## src/rtl/if_pkg.sv

```systemverilog
// rtl/if_pkg.sv - shared types and constants for the instruction fetch stage
package if_pkg;

  typedef enum logic [1:0] {
    IDLE  = 2'd0,
    WAIT  = 2'd1,
    DRAIN = 2'd2
  } fetch_state_e;

  localparam logic [31:0] NOP     = 32'h0;
  localparam logic [31:0] PC_STEP = 32'd4;

  typedef struct packed {
    logic [31:0] pc_plus4;
    logic [31:0] instr;
  } fq_entry_t;

  function automatic logic [31:0] word_align(input logic [31:0] addr);
    return {addr[31:2], 2'b00};
  endfunction

endpackage

```

## src/rtl/if_fetch_unit_queue.sv

```systemverilog
// rtl/if_fetch_unit_queue.sv - prefetch FIFO holding {pc+4, instruction} pairs
// Flush wins over push and pop on the same edge.
module fetch_queue
  import if_pkg::*;
#(
  parameter int DEPTH = 2,
  localparam int PW   = $clog2(DEPTH),
  localparam int CW   = PW + 1
) (
  input  logic            clk_i,
  input  logic            rst_ni,
  input  logic            push_i,
  input  logic            pop_i,
  input  logic            flush_i,
  input  fq_entry_t       data_i,
  output fq_entry_t       head_o,
  output logic [CW-1:0]   count_o
);

  logic [PW-1:0] rd_ptr_q;
  logic [PW-1:0] wr_ptr_q;
  logic [CW-1:0] count_q;
  fq_entry_t     mem_q [DEPTH];

  always_ff @(posedge clk_i or negedge rst_ni) begin
    if (!rst_ni) begin
      rd_ptr_q <= '0;
      wr_ptr_q <= '0;
      count_q  <= '0;
    end else if (flush_i) begin
      rd_ptr_q <= '0;
      wr_ptr_q <= '0;
      count_q  <= '0;
    end else begin
      if (push_i) wr_ptr_q <= wr_ptr_q + PW'(1);
      if (pop_i)  rd_ptr_q <= rd_ptr_q + PW'(1);
      count_q <= count_q + CW'(push_i) - CW'(pop_i);
    end
  end

  // Storage needs no reset: count_q gates every read of it.
  always_ff @(posedge clk_i) begin
    if (push_i && !flush_i) mem_q[wr_ptr_q] <= data_i;
  end

  assign head_o  = mem_q[rd_ptr_q];
  assign count_o = count_q;

endmodule

```

## src/rtl/if_fetch_unit.sv

```systemverilog
// rtl/if_fetch_unit.sv - fetch PC, single-outstanding imem handshake, prefetch queue
// Branch redirect flushes the queue and drains any in-flight response.
module if_fetch_unit
  import if_pkg::*;
#(
  parameter int          DEPTH    = 2,
  parameter logic [31:0] RESET_PC = 32'h0
) (
  input  logic        clk,
  input  logic        rst_n,
  input  logic        freeze,
  input  logic        branch_taken,
  input  logic [31:0] branch_addr,
  output logic        imem_req,
  output logic [31:0] imem_addr,
  input  logic        imem_rvalid,
  input  logic [31:0] imem_rdata,
  output logic        valid_out,
  output logic [31:0] PC_out,
  output logic [31:0] instruction_out
);

  localparam int CW = $clog2(DEPTH) + 1;

  fetch_state_e  state_q;
  logic [31:0]   fetch_pc_q;
  logic [CW-1:0] count;
  logic [CW:0]   count_next;
  fq_entry_t     head;
  fq_entry_t     push_entry;
  logic          push;
  logic          pop;
  logic          issue;

  assign pop  = valid_out & ~freeze & ~branch_taken;
  assign push = imem_rvalid & (state_q == WAIT) & ~branch_taken;
  assign count_next = {1'b0, count} + (CW+1)'(push) - (CW+1)'(pop);

  // rst_n gates the request so the port reads zero throughout reset.
  assign issue = rst_n & ~branch_taken
               & ((state_q == IDLE) | imem_rvalid)
               & (count_next < (CW+1)'(DEPTH));

  // While WAIT, fetch_pc_q already holds the outstanding address + 4.
  assign push_entry = '{pc_plus4: fetch_pc_q, instr: imem_rdata};

  always_ff @(posedge clk or negedge rst_n) begin
    if (!rst_n) begin
      state_q    <= IDLE;
      fetch_pc_q <= RESET_PC;
    end else if (branch_taken) begin
      fetch_pc_q <= word_align(branch_addr);
      state_q    <= (state_q != IDLE && !imem_rvalid) ? DRAIN : IDLE;
    end else begin
      if (issue) fetch_pc_q <= fetch_pc_q + PC_STEP;
      case (state_q)
        IDLE:        if (issue) state_q <= WAIT;
        WAIT, DRAIN: if (imem_rvalid) state_q <= issue ? WAIT : IDLE;
        default:     state_q <= IDLE;
      endcase
    end
  end

  fetch_queue #(.DEPTH(DEPTH)) u_queue (
    .clk_i   (clk),
    .rst_ni  (rst_n),
    .push_i  (push),
    .pop_i   (pop),
    .flush_i (branch_taken),
    .data_i  (push_entry),
    .head_o  (head),
    .count_o (count)
  );

  assign imem_req        = issue;
  assign imem_addr       = issue ? fetch_pc_q : 32'h0;
  assign valid_out       = (count != '0);
  assign PC_out          = valid_out ? head.pc_plus4 : 32'h0;
  assign instruction_out = valid_out ? head.instr : NOP;

endmodule

```

## config.mk

```make
export PLATFORM = sky130hd
export DESIGN_NAME = if_fetch_unit
export DESIGN_NICKNAME = d
export VERILOG_FILES = /design/src/rtl/if_pkg.sv /design/src/rtl/if_fetch_unit_queue.sv /design/src/rtl/if_fetch_unit.sv
export SDC_FILE = /design/constraint.sdc
export NUM_CORES = 1
export LEC_CHECK = 0
export ABC_AREA = 1
export CAP_MARGIN = 15
export CORE_MARGIN = 2
export CORE_UTILIZATION = 24
export DETAILED_ROUTE_END_ITERATION = 8
export DONT_BUFFER_PORTS = 1
export GPL_TIMING_DRIVEN = 0
export PLACE_DENSITY = 0.46
export SYNTH_ARGS = -nofsm -noshare
export SYNTH_HDL_FRONTEND = slang
export SYNTH_SLANG_ARGS = --single-unit
export TNS_END_PERCENT = 50
```

## constraint.sdc

```tcl
create_clock -name clk -period 5.9 [get_ports clk]
set_input_delay 1.18 -clock clk [delete_from_list [all_inputs] [get_ports clk]]
set_output_delay 1.18 -clock clk [all_outputs]
set_load 0.02 [all_outputs]
```

==> results.yml <==
finish:
  n_antenna_cell: 0
  area_growth_pct: 16.26
  final_cells: 1230
  final_layout_size_suffix_gt1_share_pct: 9.952
  fin_nets: 897
  multi_input_area_um2: 2444
  register_area_um2: 4624
  fillCellCount: 3271
  final_core_util_pct: 28.41
clock_tree:
  root_buffer: "clkbuf_16"
  post-cts-setup-buffers: 0
  clk_pin_slew_ns: 0.07
  cts_tree: "built"
  clock_sinks: 160
  numCtsBuffers: 17
  clock_path_buffers: 2
  postCtsHoldBufs: 0
  clk_latency_ns: 0.43
  htreeDepth: 4
  ctsResizeCount: 0
route:
  via_per_inst: 4.337
  ant_nets: 0
  finalWirelength_mm: 22.10
  route.detailed.drc: 0
  wl_per_cell_um: 17.97
  vias: 5335
  drt_iter0_drc: 255
  firstDrtPassIters: 4
sta:
  maxSlewViolCount: 0
  finalHoldViolCount: 0
  fmax_mhz: 188.5
  finClkSkew_ns: 0.01235
  fin_crit_sh_pct: 89.91
  worst_pin_slew_ns: 0.7506
  finalSetupViolCount: 0
  max-slew-margin-rel_pct: 50.12
  rsz0062_at_grt: "no"
  setup_ws_ns: 0.5955
  fin_crit_ns: 5.304
  setup_tns_ns: 0
  fin_hold_ws_ns: 0.4405
worst_setup_path:
  cp.arrival_ns: 4.12
  slowest_stage: "fa_1"
  startpoint: "branch_taken"
  critPathBufInv: 6
  start_kind: "primary input"
  critPathRequiredTime_ns: 4.72
  r2r_start: "u_queue.count_o[1]"
  slowest_delay_ns: 0.54
  crit_path_frequent_cell: "inv_1"
  crit_family: "buffers and inverters"
  setup.worst_path.class: "in2out"
  path_cells: "buf_2 > buf_1 > nor2_1 > ha_1 > inv_1 > ha_1 > inv_1 > fa_1 > inv_1 > nor2_2 > nand3_4 > buf_2 > nor2_1"
  cp-end-kind: "primary output"
  crit_fanout: 10
synthesis:
  yosysTopAreaCellShare_pct: 49.69
  synthDistinctLibCells: 30
  synth_area_leaders: "edfxtp_1, nand2_1, dfrtp_1, a21oi_1, nor2_1"
  ys_seq_area_share_pct: 61.71
  avgSynthCellArea_um2: 9.438
  syn-cell-area_um2: 7493
  synth_xor_area_share_pct: 0.3506
  synth_cells: 794
  yosys.area.top_type: "edfxtp_1"
  synth_top_family_by_area: "simple AND/OR/NAND/NOR gates"
  synth_fa_ha_area_share_pct: 1.269
  yosys_warnings: 0
  synthMuxAreaShare_pct: 0
  synth-compound-area-share_pct: 6.913
  synthSimpleGateAreaFrac_pct: 23.68
  ys_ff_latch: 160
global_routing:
  grt_pass1_wl_mm: 33.11
  use_met1_pct: 17.38
  gr-usage-met2_pct: 22.33
  busiest_layer: "met2"
  antenna_found_initial: 0
  grt_usage_pct: 13.68
  grt_pass1_vias: 5214
  grtUsageMet3_pct: 4.596
  gr-total-overflow: 0
  grt_max_degree: 38
power:
  p_clk_share_pct: 34.2
  p_leak_nw: 3.342
  peakVddDrop_mv: 0.1857
  internal_power_mw: 2.205
  p_seq_share_pct: 43.1
  swShare_pct: 34.54
  p_sw_mw: 1.163
  powerDensity_nw_per_um2: 386.6
  power.share.combinational_pct: 22.7
outcome:
  status: "completed"
floorplanning:
  dieArea_um2: 32650
  rows: 64
  die_h_um: 180.7
  ios: 167
  die_w_um: 180.7
  start_util_pct: 24.43
  core-area_um2: 30670
job:
  max-cap-violations: 0
placement:
  place_inst: 1198
  pre_cts_slack_ns: 0.5218
  hpwl_mm: 16.28
  place_congestion: 0.8296
  port_buffers: 0
min_path:
  hold_path.class: "in2async"
==> cell usage after synthesis, drive strengths merged <==
master and n:
fa 1, nand3 51, ha 6, nor2 85, buf 23, nand2 278
and2 3, o211ai 9, a21oi 65, or2 2, dfrtp 36, clkbuf 12
inv 68, edfxtp 124, xor2 3, conb 1, nand3b 2, o21ai 25
==> flip-flops by register name (all words and copies together), names as in the netlist <==
register,cells
state_q,2
u_queue.rd_ptr_q,1
fetch_pc_q,30
u_queue.count_o,2
u_queue.wr_ptr_q,1
u_queue.mem_q,124
==> power by group through the flow <==
stage	combinational [mW]	clock, mW	sequential (mW)
2_1_floorplan	0.571	0	1.44
3_3_place_gp	0.763	0	1.48
3_5_place_dp	0.784	0	1.48
4_1_cts	0.787	1.19	1.45
5_1_grt	0.856	1.23	1.47
6_report	0.764	1.15	1.45
==> through the flow <==
stage / area (um^2) / power, mW
2_1_floorplan: 7505 / 2.010
4_1_cts: 8712 / 3.429
3_5_place_dp: 8107 / 2.261
3_3_place_gp: 8000 / 2.244
5_1_grt: 8712 / 3.555
6_report: 8712 / 3.368
==> cells in the final DEF, fill, tap and decap left out, drive strengths merged <==
cell / netlist / final
and2: 3 / 3
clkinv: 0 / 4
nor2: 85 / 85
clkbuf: 12 / 30
ha: 6 / 6
o21ai: 25 / 25
or2: 2 / 2
bufinv: 0 / 3
xor2: 3 / 3
edfxtp: 124 / 124
a21oi: 65 / 65
o211ai: 9 / 9
conb: 1 / 4
inv: 68 / 75
dfrtp: 36 / 36
nand3: 51 / 51
buf: 23 / 28
nand2: 278 / 278
nand3b: 2 / 2
fa: 1 / 1
==> cell type report <==
cell class,instances,share of cell area [%]
sequential,160,53.08
multi-input combinational,534,28.05
tap,396,5.687
clock buffer,18,4.926
inverter,68,2.958
buffer,35,2.226
clock inverter,14,2.025
timing repair buffer,5,1.048
==> path summary, 6_finish.rpt <==
path	depth (start not counted)	slack [ns]	to
hold reg to reg	0	0.52	u_queue.mem_q[0][63]
max in group asynchronous	0	5.36	fetch_pc_q[7]
setup / recovery	13	0.60	imem_addr[27]
hold / removal	0	0.44	fetch_pc_q[30]
setup reg to reg	17	2.28	fetch_pc_q[2]
min in group clk	0	0.52	u_queue.mem_q[0][63]
==> routing by layer <==
metal	part of all wire [%]	wire length, um
met5	0	0
met4	0.89	196
met3	6.2	1375
met2	48	10550
met1	45	9974
==> cells by family after synthesis <==
| kind of cell | Yosys count |
|---|---|
| AO/OA/AOI/OAI | 99 |
| XOR/XNOR | 3 |
| adder cells (fa/ha/maj) | 7 |
| buffers and inverters | 103 |
| flip-flops | 160 |
| other | 1 |
| AND/OR/NAND/NOR | 421 |
(Power assumes the default switching activity.)
